File: src/rtl/wb_pkg.sv
// Shared write-buffer types: entry layout, drain states, byte-merge helper.
package wb_pkg;

    localparam int unsigned ENT_AW = 30;
    localparam int unsigned ENT_DW = 32;
    localparam int unsigned ENT_SW = ENT_DW / 8;

    typedef struct packed {
        logic [ENT_AW-1:0] addr;
        logic [ENT_DW-1:0] data;
        logic [ENT_SW-1:0] sel;
    } entry_t;

    typedef enum logic [1:0] {
        IDLE     = 2'd0,
        REQ      = 2'd1,
        WAIT_ACK = 2'd2
    } drain_state_e;

    function automatic logic [ENT_DW-1:0] merge_bytes(
        input logic [ENT_DW-1:0] old_d,
        input logic [ENT_DW-1:0] new_d,
        input logic [ENT_SW-1:0] sel
    );
        logic [ENT_DW-1:0] r;
        r = old_d;
        for (int b = 0; b < int'(ENT_SW); b++) begin
            if (sel[b]) r[8*b +: 8] = new_d[8*b +: 8];
        end
        return r;
    endfunction

endpackage

File: src/rtl/sync_fifo.sv
// Circular FIFO with exposed entries and an in-place update of the youngest slot.
module sync_fifo #(
    parameter int unsigned DW         = 8,
    parameter int unsigned DEPTH_LOG2 = 2
) (
    input  logic                                 clk_i,
    input  logic                                 rst_i,
    input  logic                                 push_i,
    input  logic [DW-1:0]                        push_data_i,
    input  logic                                 pop_i,
    input  logic                                 upd_i,
    input  logic [DW-1:0]                        upd_data_i,
    output logic [DEPTH_LOG2:0]                  count_o,
    output logic [DEPTH_LOG2-1:0]                head_ptr_o,
    output logic [DEPTH_LOG2-1:0]                last_ptr_o,
    output logic [(1<<DEPTH_LOG2)-1:0]           valid_o,
    output logic [(1<<DEPTH_LOG2)-1:0][DW-1:0]   mem_o
);

    localparam int unsigned DEPTH = 1 << DEPTH_LOG2;
    localparam logic [DEPTH_LOG2-1:0] PTR_ONE = DEPTH_LOG2'(1);
    localparam logic [DEPTH_LOG2:0]   CNT_ONE = (DEPTH_LOG2 + 1)'(1);

    logic [DEPTH_LOG2-1:0]        head_q, head_d;
    logic [DEPTH_LOG2-1:0]        tail_q, tail_d;
    logic [DEPTH_LOG2:0]          count_q, count_d;
    logic [DEPTH-1:0][DW-1:0]     mem_q, mem_d;
    logic [DEPTH_LOG2-1:0]        last_idx;

    assign last_idx = tail_q - PTR_ONE;

    always_comb begin
        head_d  = head_q;
        tail_d  = tail_q;
        count_d = count_q;
        mem_d   = mem_q;
        if (upd_i) mem_d[last_idx] = upd_data_i;
        if (push_i) begin
            mem_d[tail_q] = push_data_i;
            tail_d        = tail_q + PTR_ONE;
        end
        if (pop_i) head_d = head_q + PTR_ONE;
        unique case ({push_i, pop_i})
            2'b10:   count_d = count_q + CNT_ONE;
            2'b01:   count_d = count_q - CNT_ONE;
            default: count_d = count_q;
        endcase
    end

    always_ff @(posedge clk_i) begin
        if (rst_i) begin
            head_q  <= '0;
            tail_q  <= '0;
            count_q <= '0;
        end else begin
            head_q  <= head_d;
            tail_q  <= tail_d;
            count_q <= count_d;
        end
    end

    // Payload needs no reset: validity comes from head/count alone.
    always_ff @(posedge clk_i) begin
        mem_q <= mem_d;
    end

    always_comb begin
        valid_o = '0;
        for (int i = 0; i < int'(DEPTH); i++) begin
            valid_o[i] = {1'b0, DEPTH_LOG2'(i) - head_q} < count_q;
        end
    end

    assign count_o    = count_q;
    assign head_ptr_o = head_q;
    assign last_ptr_o = last_idx;
    assign mem_o      = mem_q;

endmodule

File: src/rtl/write_buffer.sv
// Store write buffer: pending stores drained one at a time over pipelined wishbone.
// Define WRITE_BUFFER_MERGE_EN to coalesce same-address stores into the youngest entry.
module write_buffer
    import wb_pkg::*;
#(
    parameter int unsigned DEPTH_LOG2 = 2,
    parameter int unsigned AW         = ENT_AW,
    parameter int unsigned DW         = ENT_DW,
    localparam int unsigned SW        = DW / 8
) (
    input  logic          clk_i,
    input  logic          rst_i,
    input  logic          push_valid_i,
    output logic          push_ready_o,
    input  logic [AW-1:0] push_addr_i,
    input  logic [DW-1:0] push_data_i,
    input  logic [SW-1:0] push_sel_i,
    input  logic [AW-1:0] query_addr_i,
    output logic          query_hit_o,
    output logic          empty_o,
    output logic          err_o,
    output logic          mem_cyc_o,
    output logic          mem_stb_o,
    output logic          mem_we_o,
    output logic [AW-1:0] mem_addr_o,
    output logic [DW-1:0] mem_wdata_o,
    output logic [SW-1:0] mem_sel_o,
    input  logic          mem_ack_i,
    input  logic          mem_err_i,
    input  logic          mem_stall_i
);

    localparam int unsigned DEPTH = 1 << DEPTH_LOG2;
    localparam int unsigned EW    = $bits(entry_t);
    localparam logic [DEPTH_LOG2:0] FULL = (DEPTH_LOG2 + 1)'(DEPTH);
    localparam logic [DEPTH_LOG2:0] ONE  = (DEPTH_LOG2 + 1)'(1);
`ifdef WRITE_BUFFER_MERGE_EN
    localparam bit MERGE = 1'b1;
`else
    localparam bit MERGE = 1'b0;
`endif

    drain_state_e             state_q, state_d;
    logic                     cyc_q, cyc_d;
    logic                     stb_q, stb_d;
    logic                     err_q, err_d;
    logic [DEPTH_LOG2:0]      count;
    logic [DEPTH_LOG2-1:0]    head_ptr, last_ptr;
    logic [DEPTH-1:0]         valid;
    logic [DEPTH-1:0][EW-1:0] mem;
    entry_t                   head, last, push_e, upd_e;
    logic                     in_flight, can_merge, merge, alloc, pop, hit;

    assign head = entry_t'(mem[head_ptr]);
    assign last = entry_t'(mem[last_ptr]);

    always_comb begin
        push_e.addr = push_addr_i;
        push_e.data = push_data_i;
        push_e.sel  = push_sel_i;
        upd_e.addr  = last.addr;
        upd_e.data  = merge_bytes(last.data, push_data_i, push_sel_i);
        upd_e.sel   = last.sel | push_sel_i;
    end

    // Youngest is in flight only when it is also the head being drained.
    assign in_flight = (state_q != IDLE) && (count == ONE);
    assign can_merge = MERGE && (count != '0) && !in_flight
                       && (last.addr == push_addr_i);
    assign push_ready_o = (count != FULL) || can_merge;
    assign merge = push_valid_i && can_merge;
    assign alloc = push_valid_i && (count != FULL) && !can_merge;
    assign pop   = (state_q == WAIT_ACK) && (mem_ack_i || mem_err_i);

    sync_fifo #(
        .DW         (EW),
        .DEPTH_LOG2 (DEPTH_LOG2)
    ) u_fifo (
        .clk_i       (clk_i),
        .rst_i       (rst_i),
        .push_i      (alloc),
        .push_data_i (push_e),
        .pop_i       (pop),
        .upd_i       (merge),
        .upd_data_i  (upd_e),
        .count_o     (count),
        .head_ptr_o  (head_ptr),
        .last_ptr_o  (last_ptr),
        .valid_o     (valid),
        .mem_o       (mem)
    );

    always_comb begin
        hit = 1'b0;
        for (int i = 0; i < int'(DEPTH); i++) begin
            if (valid[i] && (mem[i][EW-1 -: AW] == query_addr_i)) hit = 1'b1;
        end
    end

    always_comb begin
        state_d = state_q;
        cyc_d   = cyc_q;
        stb_d   = stb_q;
        err_d   = 1'b0;
        unique case (state_q)
            IDLE: begin
                if (count != '0) begin
                    state_d = REQ;
                    cyc_d   = 1'b1;
                    stb_d   = 1'b1;
                end
            end
            REQ: begin
                if (!mem_stall_i) begin
                    state_d = WAIT_ACK;
                    stb_d   = 1'b0;
                end
            end
            WAIT_ACK: begin
                if (mem_ack_i || mem_err_i) begin
                    state_d = IDLE;
                    cyc_d   = 1'b0;
                    err_d   = mem_err_i;
                end
            end
            default: begin
                state_d = IDLE;
                cyc_d   = 1'b0;
                stb_d   = 1'b0;
            end
        endcase
    end

    always_ff @(posedge clk_i) begin
        if (rst_i) begin
            state_q <= IDLE;
            cyc_q   <= 1'b0;
            stb_q   <= 1'b0;
            err_q   <= 1'b0;
        end else begin
            state_q <= state_d;
            cyc_q   <= cyc_d;
            stb_q   <= stb_d;
            err_q   <= err_d;
        end
    end

    assign mem_cyc_o   = cyc_q;
    assign mem_stb_o   = stb_q;
    assign mem_we_o    = cyc_q;
    assign mem_addr_o  = head.addr;
    assign mem_wdata_o = head.data;
    assign mem_sel_o   = head.sel;
    assign query_hit_o = hit;
    assign empty_o     = (count == '0) && (state_q == IDLE);
    assign err_o       = err_q;

endmodule

File: config.mk
export PLATFORM = sky130hd
export DESIGN_NAME = write_buffer
export DESIGN_NICKNAME = d
export VERILOG_FILES = /design/src/rtl/wb_pkg.sv /design/src/rtl/sync_fifo.sv /design/src/rtl/write_buffer.sv
export SDC_FILE = /design/constraint.sdc
export NUM_CORES = 1
export LEC_CHECK = 0
export CAP_MARGIN = 20
export CORE_UTILIZATION = 30
export CTS_CLUSTER_SIZE = 20
export DETAILED_ROUTE_END_ITERATION = 16
export HOLD_SLACK_MARGIN = 0.12
export PLACE_DENSITY = 0.56
export SLEW_MARGIN = 25
export SYNTH_ARGS = -nofsm -noshare
export SYNTH_HDL_FRONTEND = slang
export SYNTH_HIERARCHICAL = 1
export SYNTH_SLANG_ARGS = --single-unit
File: constraint.sdc
create_clock -name clk_i -period 3.2 [get_ports clk_i]
set_input_delay 0.64 -clock clk_i [delete_from_list [all_inputs] [get_ports clk_i]]
set_output_delay 0.64 -clock clk_i [all_outputs]
set_load 0.01 [all_outputs]
==> results of run 1 <==
-- stage by stage --
step / setup TNS [ps] / area, um^2
2_1_floorplan: 0 / 16630
3_3_place_gp: -352.6 / 18830
3_5_place_dp: -308.4 / 18830
4_1_cts: 0 / 20130
5_1_grt: 0 / 20160
6_report: 0 / 20160
-- placed cells by master (no fill, tap or decap), drive strengths merged, types with 11 or more instances in the layout --
| master | instances |
|---|---|
| buf | 57 |
| nor2 | 12 |
| mux2i | 266 |
| mux4 | 132 |
| xor2 | 46 |
| clkbuf | 52 |
| mux2 | 32 |
| nand2 | 273 |
| dfxtp | 276 |
| xnor2 | 80 |
| o21ai | 267 |
| inv | 11 |
| nor4 | 17 |
| nand4 | 25 |
| clkdlybuf4s50 | 173 |
-- cells by family after synthesis --
logic type | count (synthesis) | share of synthesized area, %
AND/OR/NAND/NOR | 347 | 8.764
flip-flops | 276 | 33.25
AO/OA/AOI/OAI | 276 | 8.328
buffers and inverters | 151 | 6.039
other | 1 | 0.02257
adder cells (fa/ha/maj) | 11 | 0.8734
XOR/XNOR | 126 | 6.641
multiplexers | 430 | 36.08
-- flip-flops by register name (all words and copies together), names as in the netlist --
| register | flops |
|---|---|
| mem_cyc_o | 1 |
| mem_stb_o | 1 |
| u_fifo/count_o | 3 |
| u_fifo/mem_o | 264 |
| u_fifo/head_ptr_o | 2 |
| state_q | 2 |
| err_o | 1 |
| u_fifo/tail_q | 2 |
-- what timing repair did --
action	CTS	global route
resized for setup	9	5
buffers inserted	0	0
cloned	1	1
pin swaps	0	0
setup endpoints to repair	67	18
-- power by group --
group | switching [mW] | leakage (nW) | total [mW] | internal (mW)
Sequential | 1.41 | 2.32 | 6.35 | 4.94
Combinational | 2.72 | 5.58 | 6.23 | 3.50
Clock | 1.64 | 0.611 | 4.28 | 2.63
-- worst min-delay path, delay by kind of cell (launching register included) --
kind | cells | cell delay, ps
simple gates | 1 | 50
flops | 1 | 310
compound gates | 1 | 50
-- final timing paths --
kind | start | to | slack, ps | depth (start not counted)
max | u_fifo/head_ptr_o[1] | mem_sel_o[1] | 90 | 3
min | mem_stb_o | mem_stb_o | 460 | 2
max reg2reg | state_q[1] | u_fifo/count_o[2] | 950 | 9
min reg2reg | mem_stb_o | mem_stb_o | 460 | 2
-- layout make-up --
| class | instances | area share (%) |
|---|---|---|
| multi-input combinational | 1194 | 50.34 |
| sequential | 276 | 27.45 |
| timing repair buffer | 233 | 11.56 |
| clock buffer | 49 | 5.058 |
| tap | 696 | 4.320 |
| clock inverter | 14 | 1.043 |
| inverter | 11 | 0.2234 |
| antenna | 1 | 0.01241 |
-- per-layer routing --
metal  track usage, %  up-vias
met1            23.34     6317
met4            6.823        2
met3            3.693      103
met2            32.10      383
li1                 -     6110
met5                0        -
==> results.md, run 1 <==
Run status:
- The run finished, with violations left.
- The final reports fail on max-slew violations.

Placed design:
- The congestion estimate from routability-driven global placement came to 0.8884.
- The number of buffer cells added on primary ports is 174.
- The detailed placer's ending HPWL is 33,610 um.
- The worst setup slack before clock tree synthesis is -308.4 ps.
- In this run, placement finished with an instance count of 2,408.

Global route:
- After global routing the overflow that remains totals 0.
- The via count of the first global-routing pass is ~13,000.
- Entering global routing, the biggest net connects 133 pins.
- The number of antenna violations at the first check in global routing is 2.
- The global-route wire length before repair is 81,200 um.
- The total routing resource utilization after global routing is 18.77%.

Flow run:
- Max-cap violations in this run came to 0.

Logic synthesis:
- The area share of the largest cell type after synthesis is between 30 and 40%.
- The biggest area contributor in the post-synthesis netlist is sky130_fd_sc_hd__dfxtp_1.
- Summing every instance area after synthesis gives around 0.017 mm^2.
- Averaged over all synthesized cells, the footprint is 10.27 um^2.
- Sequential cells were found to cover 33.25% of the synthesized design area.
- The commonest cells after synthesis are sky130_fd_sc_hd__dfxtp_1 (276), sky130_fd_sc_hd__nand2_1 (273), sky130_fd_sc_hd__mux2i_1 (266), sky130_fd_sc_hd__o21ai_0 (204), sky130_fd_sc_hd__mux4_2 (132).
- The count of flip-flops with a built-in enable after synthesis is 0.
- The synthesized flop and latch total is ~280.
- The prevailing post-synth register cell is sky130_fd_sc_hd__dfxtp_1.
- The most frequently used cell type in the post-synthesis netlist is sky130_fd_sc_hd__dfxtp_1.
- The synthesized netlist cell count is roughly 1,600.
- The number of warnings issued by yosys is 6.
- The number of distinct library cells after synthesis is 32.
- After synthesis, the cell types taking the most area are sky130_fd_sc_hd__dfxtp_1 (33%), sky130_fd_sc_hd__mux4_2 (18%), sky130_fd_sc_hd__mux2i_1 (16%).
- The post-synthesis async set-or-reset flop share is 0%.

Drt:
- The count of vias placed by the detailed router is about 13,000.
- The final wirelength is 53,480 um.
- The average wire per standard cell is 21.62 um.
- In this run, the number of DRC markers left after iteration 0 of detailed routing was 856.
- The detailed router used layers up to and including met5.
- The number of routed nets with antenna violations is 0.
- Using the TritonRoute via totals, the vias-per-cell ratio works out to 5.220.
- In the routed design, unresolved DRC markers number 0.
- In the final routing, the length of wire on met1 measures 22,520 um.
- The number of detailed-routing iterations run before antenna repair is 6.
- Detailed routing placed a total of 26,050 um of wire on met2.
- The met3 routed wirelength is roughly 3200 um.

Layout:
- The count of cells in the finished layout, fillers not included, comes to 2,474.
- In the final layout, the multi-input gates occupy 0.01015 mm^2.
- The final core utilization is between 30% and 40%.
- The share of layout cells above drive strength 1 is between 10% and 20%.
- The area used by sequential logic in the layout is 0.005533 mm^2.
- The layout has 5,368 filler cells.
- The final net count is approximately 1,900.
- Relative to the synthesized area, the layout overhead comes to 21.32%.

STA:
- The period utilization is 97.29%.
- The top achievable clock speed is between 300 and 400 MHz.
- Hold is met by 459.4 ps.
- The post-route minimum period is ~3100 ps.
- The worst slew margin relative to its limit is -236.7%.
- For the final database, setup skew stands at 17.97 ps.
- The final-report setup violation count is 0.
- The hold violation count in the final report is 0.
- The number of max-slew violations in the final report is 268.
- The setup slack of the critical path after layout is about 87 ps.
- At the pin with the least slew margin, the transition time is approximately 5000 ps.
- Setup repair after global routing left no endpoint under its margin.

Setup path:
- On the critical path the largest part of the delay comes from buffers and inverters.
- STA classifies the critical path endpoint as an output port.
- By startpoint and endpoint, the worst setup path is classified as register to output port.
- STA classifies the critical path startpoint as a register.
- At the worst endpoint, the required time is 2560 ps.
- The arrival time of the worst setup path is 2470 ps.
- The critical path's largest stage delay is ~620 ps.
- Together, buffers and inverters on the worst path number 2.
- The slowest stage of the critical path belongs to the cell sky130_fd_sc_hd__clkdlybuf4s50_1.
- The critical path goes through clkbuf_8 -> mux4_2 -> clkdlybuf4s50_1.
- The top fanout value on the critical path is 52.

CTS:
- The TritonCTS clock tree is done.
- The clock sink count is ~280.
- The number of buffers inserted during clock tree synthesis is 35.
- The later pin in the worst-skew pair is clocked with a latency of 550 ps.
- In this run the number of H-tree levels came out at 2.
- The buffer type at the clock tree root is sky130_fd_sc_hd__clkbuf_16.
- The number of buffers inserted for hold repair after clock tree synthesis is 0.
- The clock-pin slew of the registers on the worst-case setup and hold paths is 50 ps.
- Counting along the longest clock path gives a buffer depth of 3.

Floorplan:
- The die footprint is 0.05634 mm^2.
- In this run the standard cell core region covers 0.05424 mm^2.
- The number of core rows is 85.
- The die is between 200 and 250 um wide.
- The y dimension of the die is 237.4 um.
- Once the floorplan was initialized, standard cells occupied 30.64% of the core.
- The number of primary I/O pins is approximately 180.

Power and ir drop:
- For this design the ratio of total power to cell area is 836.2 mW/mm^2.
- Summed over all cells, the static leakage comes to about 8.5 nW.
- The total chip power is around 17 mW.
- The worst IR drop on VDD is between 0.4 and 0.5 mV.

Min path:
- In this run the worst hold path is classified as register to register.
(Power assumes the default switching activity.)
==> run 2: changes to the inputs <==
--- a/config.mk
+++ b/config.mk
@@ -10,9 +10,11 @@
 export CTS_CLUSTER_SIZE = 20
 export DETAILED_ROUTE_END_ITERATION = 16
 export HOLD_SLACK_MARGIN = 0.12
+export MAX_ROUTING_LAYER = met4
 export PLACE_DENSITY = 0.56
 export SLEW_MARGIN = 25
 export SYNTH_ARGS = -nofsm -noshare
 export SYNTH_HDL_FRONTEND = slang
 export SYNTH_HIERARCHICAL = 1
 export SYNTH_SLANG_ARGS = --single-unit
+export TNS_END_PERCENT = 10
==> results.md, run 2 (synthesis gave the netlist of run 1 again) <==
Run status:
- Run status: complete, but fails checks (unchanged).
- Failing checks: max-slew violations (unchanged).

Global route:
- The number of antenna violations at the first check in global routing came to 2 (unchanged).
- The via count of the first global-routing pass is 13,166 (was 13,156).
- The sum of overflow across all layers after global routing is 0 (unchanged).
- The global-route wire length before repair came to 81,220 um (was 81,200 um).
- The total routing resource utilization after global routing is 19.33% (was 18.77%).
- The largest net degree at the start of global routing is 133 (unchanged).

Placed design:
- The routability congestion estimate came to 0.9033 (was 0.8884).
- The worst setup slack before clock tree synthesis came to -308.4 ps (unchanged).
- The detailed placer's ending HPWL came to 33,610 um (unchanged).
- The number of buffer cells added on primary ports is 174 (unchanged).

Power and ir drop:
- The fraction of power consumed by combinational cells is 36.9% (about the same).
- The worst IR drop on VDD is 0.4461 mV (was 0.4458 mV).
- The clock share of power is 25.4% (about the same).
- The total net switching power came to 5.769 mW (was 5.778 mW).
- The proportion of total power due to net switching was 34.25% (was 34.28%).
- The power density of the placed cells came to 836.3 mW/mm^2 (was 836.2 mW/mm^2).
- The leakage power figure came to 8.508 nW (about the same).
- The part of the total power dissipated in sequential elements is 37.7% (about the same).
- The internal power contribution is 11.07 mW (was 11.08 mW).

STA:
- The post-route minimum period is 3096 ps (was 3113 ps).
- The slew at the pin closest to its max-slew limit came to 4983 ps (was 5039 ps).
- The top achievable clock speed is 323.0 MHz (was 321.2 MHz).
- The setup slack of the critical path after layout is 104.3 ps (was 86.72 ps).
- Unrepaired setup endpoints after global routing: no (unchanged).
- The worst slew margin relative to its limit is -233.0% (was -236.7%).
- The period utilization is 96.74% (was 97.29%).
- The final-report setup violation count is 0 (unchanged).
- The number of max-slew violations in the final report is 268 (unchanged).
- The hold violation count in the final report is 0 (unchanged).
- The summed negative setup slack over all endpoints is 0 ps (unchanged).
- The clock skew after layout came to 19.62 ps (was 17.97 ps).

Drt:
- The count of vias placed by the detailed router is 12,911 (was 12,915).
- The average wire per standard cell was 21.48 um (was 21.62 um).
- The via density per instance came to 5.219 (was 5.220).
- The residual DRC count came to 0 (unchanged).
- The number of detailed-routing iterations run before antenna repair came to 5 (was 6).
- The DRC violation total after the first TritonRoute iteration is 906 (was 856).
- The final wirelength came to 53,130 um (was 53,480 um).
- The number of routed nets with antenna violations was 0 (unchanged).

CTS:
- The number of buffers inserted for hold repair after clock tree synthesis was 0 (unchanged).
- The depth of the CTS H-tree came to 2 (unchanged).
- The buffer type at the clock tree root is sky130_fd_sc_hd__clkbuf_16 (unchanged).
- The number of buffers inserted to repair setup after CTS is 0 (unchanged).
- The number of buffers inserted during clock tree synthesis came to 35 (unchanged).
- The clock sink count is 276 (unchanged).
- The buffer depth of the longest clock path came to 3 (unchanged).
- The latest clock arrival within the worst-skew pair is 550 ps (about the same).
- The TritonCTS clock tree is done (unchanged).
- The clock-pin slew of the registers on the worst-case setup and hold paths was 50 ps (about the same).

Layout:
- The final net count is 1,863 (was 1,864).
- Top library cells by usage in the layout, fill and taps aside: sky130_fd_sc_hd__dfxtp_1 (274), sky130_fd_sc_hd__nand2_1 (273), sky130_fd_sc_hd__mux2i_1 (266) (unchanged).
- The share of layout cells above drive strength 1 was 16.78% (was 16.83%).
- The relative area change from synthesis to final layout is 21.20% (was 21.32%).
- The number of fillers in the final layout was 5,367 (was 5,368).
- The flip-flop count of the largest register after layout was 264 (unchanged).
- The most common cell after layout, fill and taps aside is sky130_fd_sc_hd__dfxtp_1 (unchanged).

Setup path:
- The critical path data required time is 2560 ps (about the same).
- The slack of the worst reg-to-reg path came to 960 ps (was 950 ps).
- The sort of element at the start of the critical path is a register (unchanged).
- The cell depth of the worst flop-to-flop path was 9 (unchanged).
- The top fanout value on the critical path is 52 (unchanged).
- The type of the setup path with the least slack is register to output port (unchanged).
- The end of the worst register-to-register path is u_fifo/count_o[2] (unchanged).
- The element type at the critical path end is an output port (unchanged).
- The startpoint of the worst-slack reg-to-reg timing path is state_q[1] (unchanged).
- The arrival time of the worst setup path is 2460 ps (was 2470 ps).

Min path:
- The path type of the worst min-delay path was register to register (unchanged).
- The hold path startpoint was mem_stb_o (unchanged).
- The number of instances on the worst hold path came to 2 (unchanged).
- The end of the worst hold path is mem_stb_o (unchanged).

Floorplan:
- The die footprint came to 0.05634 mm^2 (unchanged).
- The number of primary I/O pins was 175 (unchanged).
- The y dimension of the die is 237.4 um (unchanged).
- The initial cell density of the core was 30.64% (unchanged).
- The horizontal die dimension is 237.4 um (unchanged).
- The core box area came to 0.05424 mm^2 (unchanged).
- The number of core rows was 85 (unchanged).

Flow run:
- The max-capacitance violation count is 0 (unchanged).
run 2: cell count changes in the layout (fill, tap and decap cells not counted), sizes merged:
cell	previous run	this run
dlymetal6s2s	0	1
clkdlybuf4s50	173	172
diode	1	2
clkbuf	52	51
run 2: worst max-delay path by stage:
stage / end / depth (start not counted) / from / slack [ps]
4_1_cts: query_hit_o / 10 / u_fifo/head_ptr_o[1] / 6
3_3_place_gp: query_hit_o / 7 / query_addr_i[5] / -350
5_1_grt: query_hit_o / 10 / u_fifo/head_ptr_o[0] / 30
6_report: mem_sel_o[3] / 3 / u_fifo/head_ptr_o[1] / 100
2_1_floorplan: query_hit_o / 10 / u_fifo/head_ptr_o[0] / 870
3_5_place_dp: query_hit_o / 7 / query_addr_i[5] / -310
run 2: power groups by stage:
| stage | logic, mW | registers [mW] | clock network [mW] |
|---|---|---|---|
| 2_1_floorplan | 4.30 | 5.91 | 0 |
| 3_3_place_gp | 5.91 | 6.30 | 0 |
| 3_5_place_dp | 6.07 | 6.40 | 0 |
| 4_1_cts | 6.12 | 6.34 | 4.40 |
| 5_1_grt | 6.75 | 6.57 | 4.52 |
| 6_report | 6.21 | 6.35 | 4.28 |
run 2: metrics by stage:
stage / std cells / hold slack [ps] / power (mW) / cell area (um^2) / utilization [%]
floorplan: 1621 / 474.5 / 10.21 / 16630 / -
global placement: 2408 / 445.4 / 12.21 / 18830 / 34.71
detailed placement: 2408 / 453.9 / 12.47 / 18830 / 34.71
CTS: 2472 / 461.6 / 16.86 / 20130 / 37.12
global route: 2474 / 488.7 / 17.83 / 20140 / 37.13
finish: 2474 / 459.5 / 16.84 / 20140 / 37.13
run 2: repair_timing:
action,4_1_cts,5_1_grt
resized for setup,9,6
gates cloned,1,0
setup endpoints to repair,67,18
run 2: worst max-delay path, stage by stage, from the launching register on:
cell,delay (ps)
sky130_fd_sc_hd__dfxtp_4,380
sky130_fd_sc_hd__clkbuf_8,520
sky130_fd_sc_hd__mux4_2,420
sky130_fd_sc_hd__clkdlybuf4s50_1,570
run 2: per-layer routing:
metal | GRT usage (%) | vias to the layer above | part of all wire (%)
met3 | 3.658 | 111 | 5.8
met5 | - | - | 0
met1 | 23.38 | 6313 | 42
li1 | - | 6109 | -
met4 | 6.823 | 0 | 3.2
met2 | 32.07 | 378 | 49
run 2: layout make-up:
class                           count  area, um^2  share of cell area [%]
Sequential cell                   276        5533                   27.47
Multi-Input combinational cell   1194       10150                   50.39
Inverter                           11       45.04                  0.2237
Antenna cell                        2       5.005                 0.02485
Clock buffer                       49        1020                   5.063
Timing Repair Buffer              232        2308                   11.46
Clock inverter                     14       210.2                   1.044
Tap cell                          696       870.8                   4.324
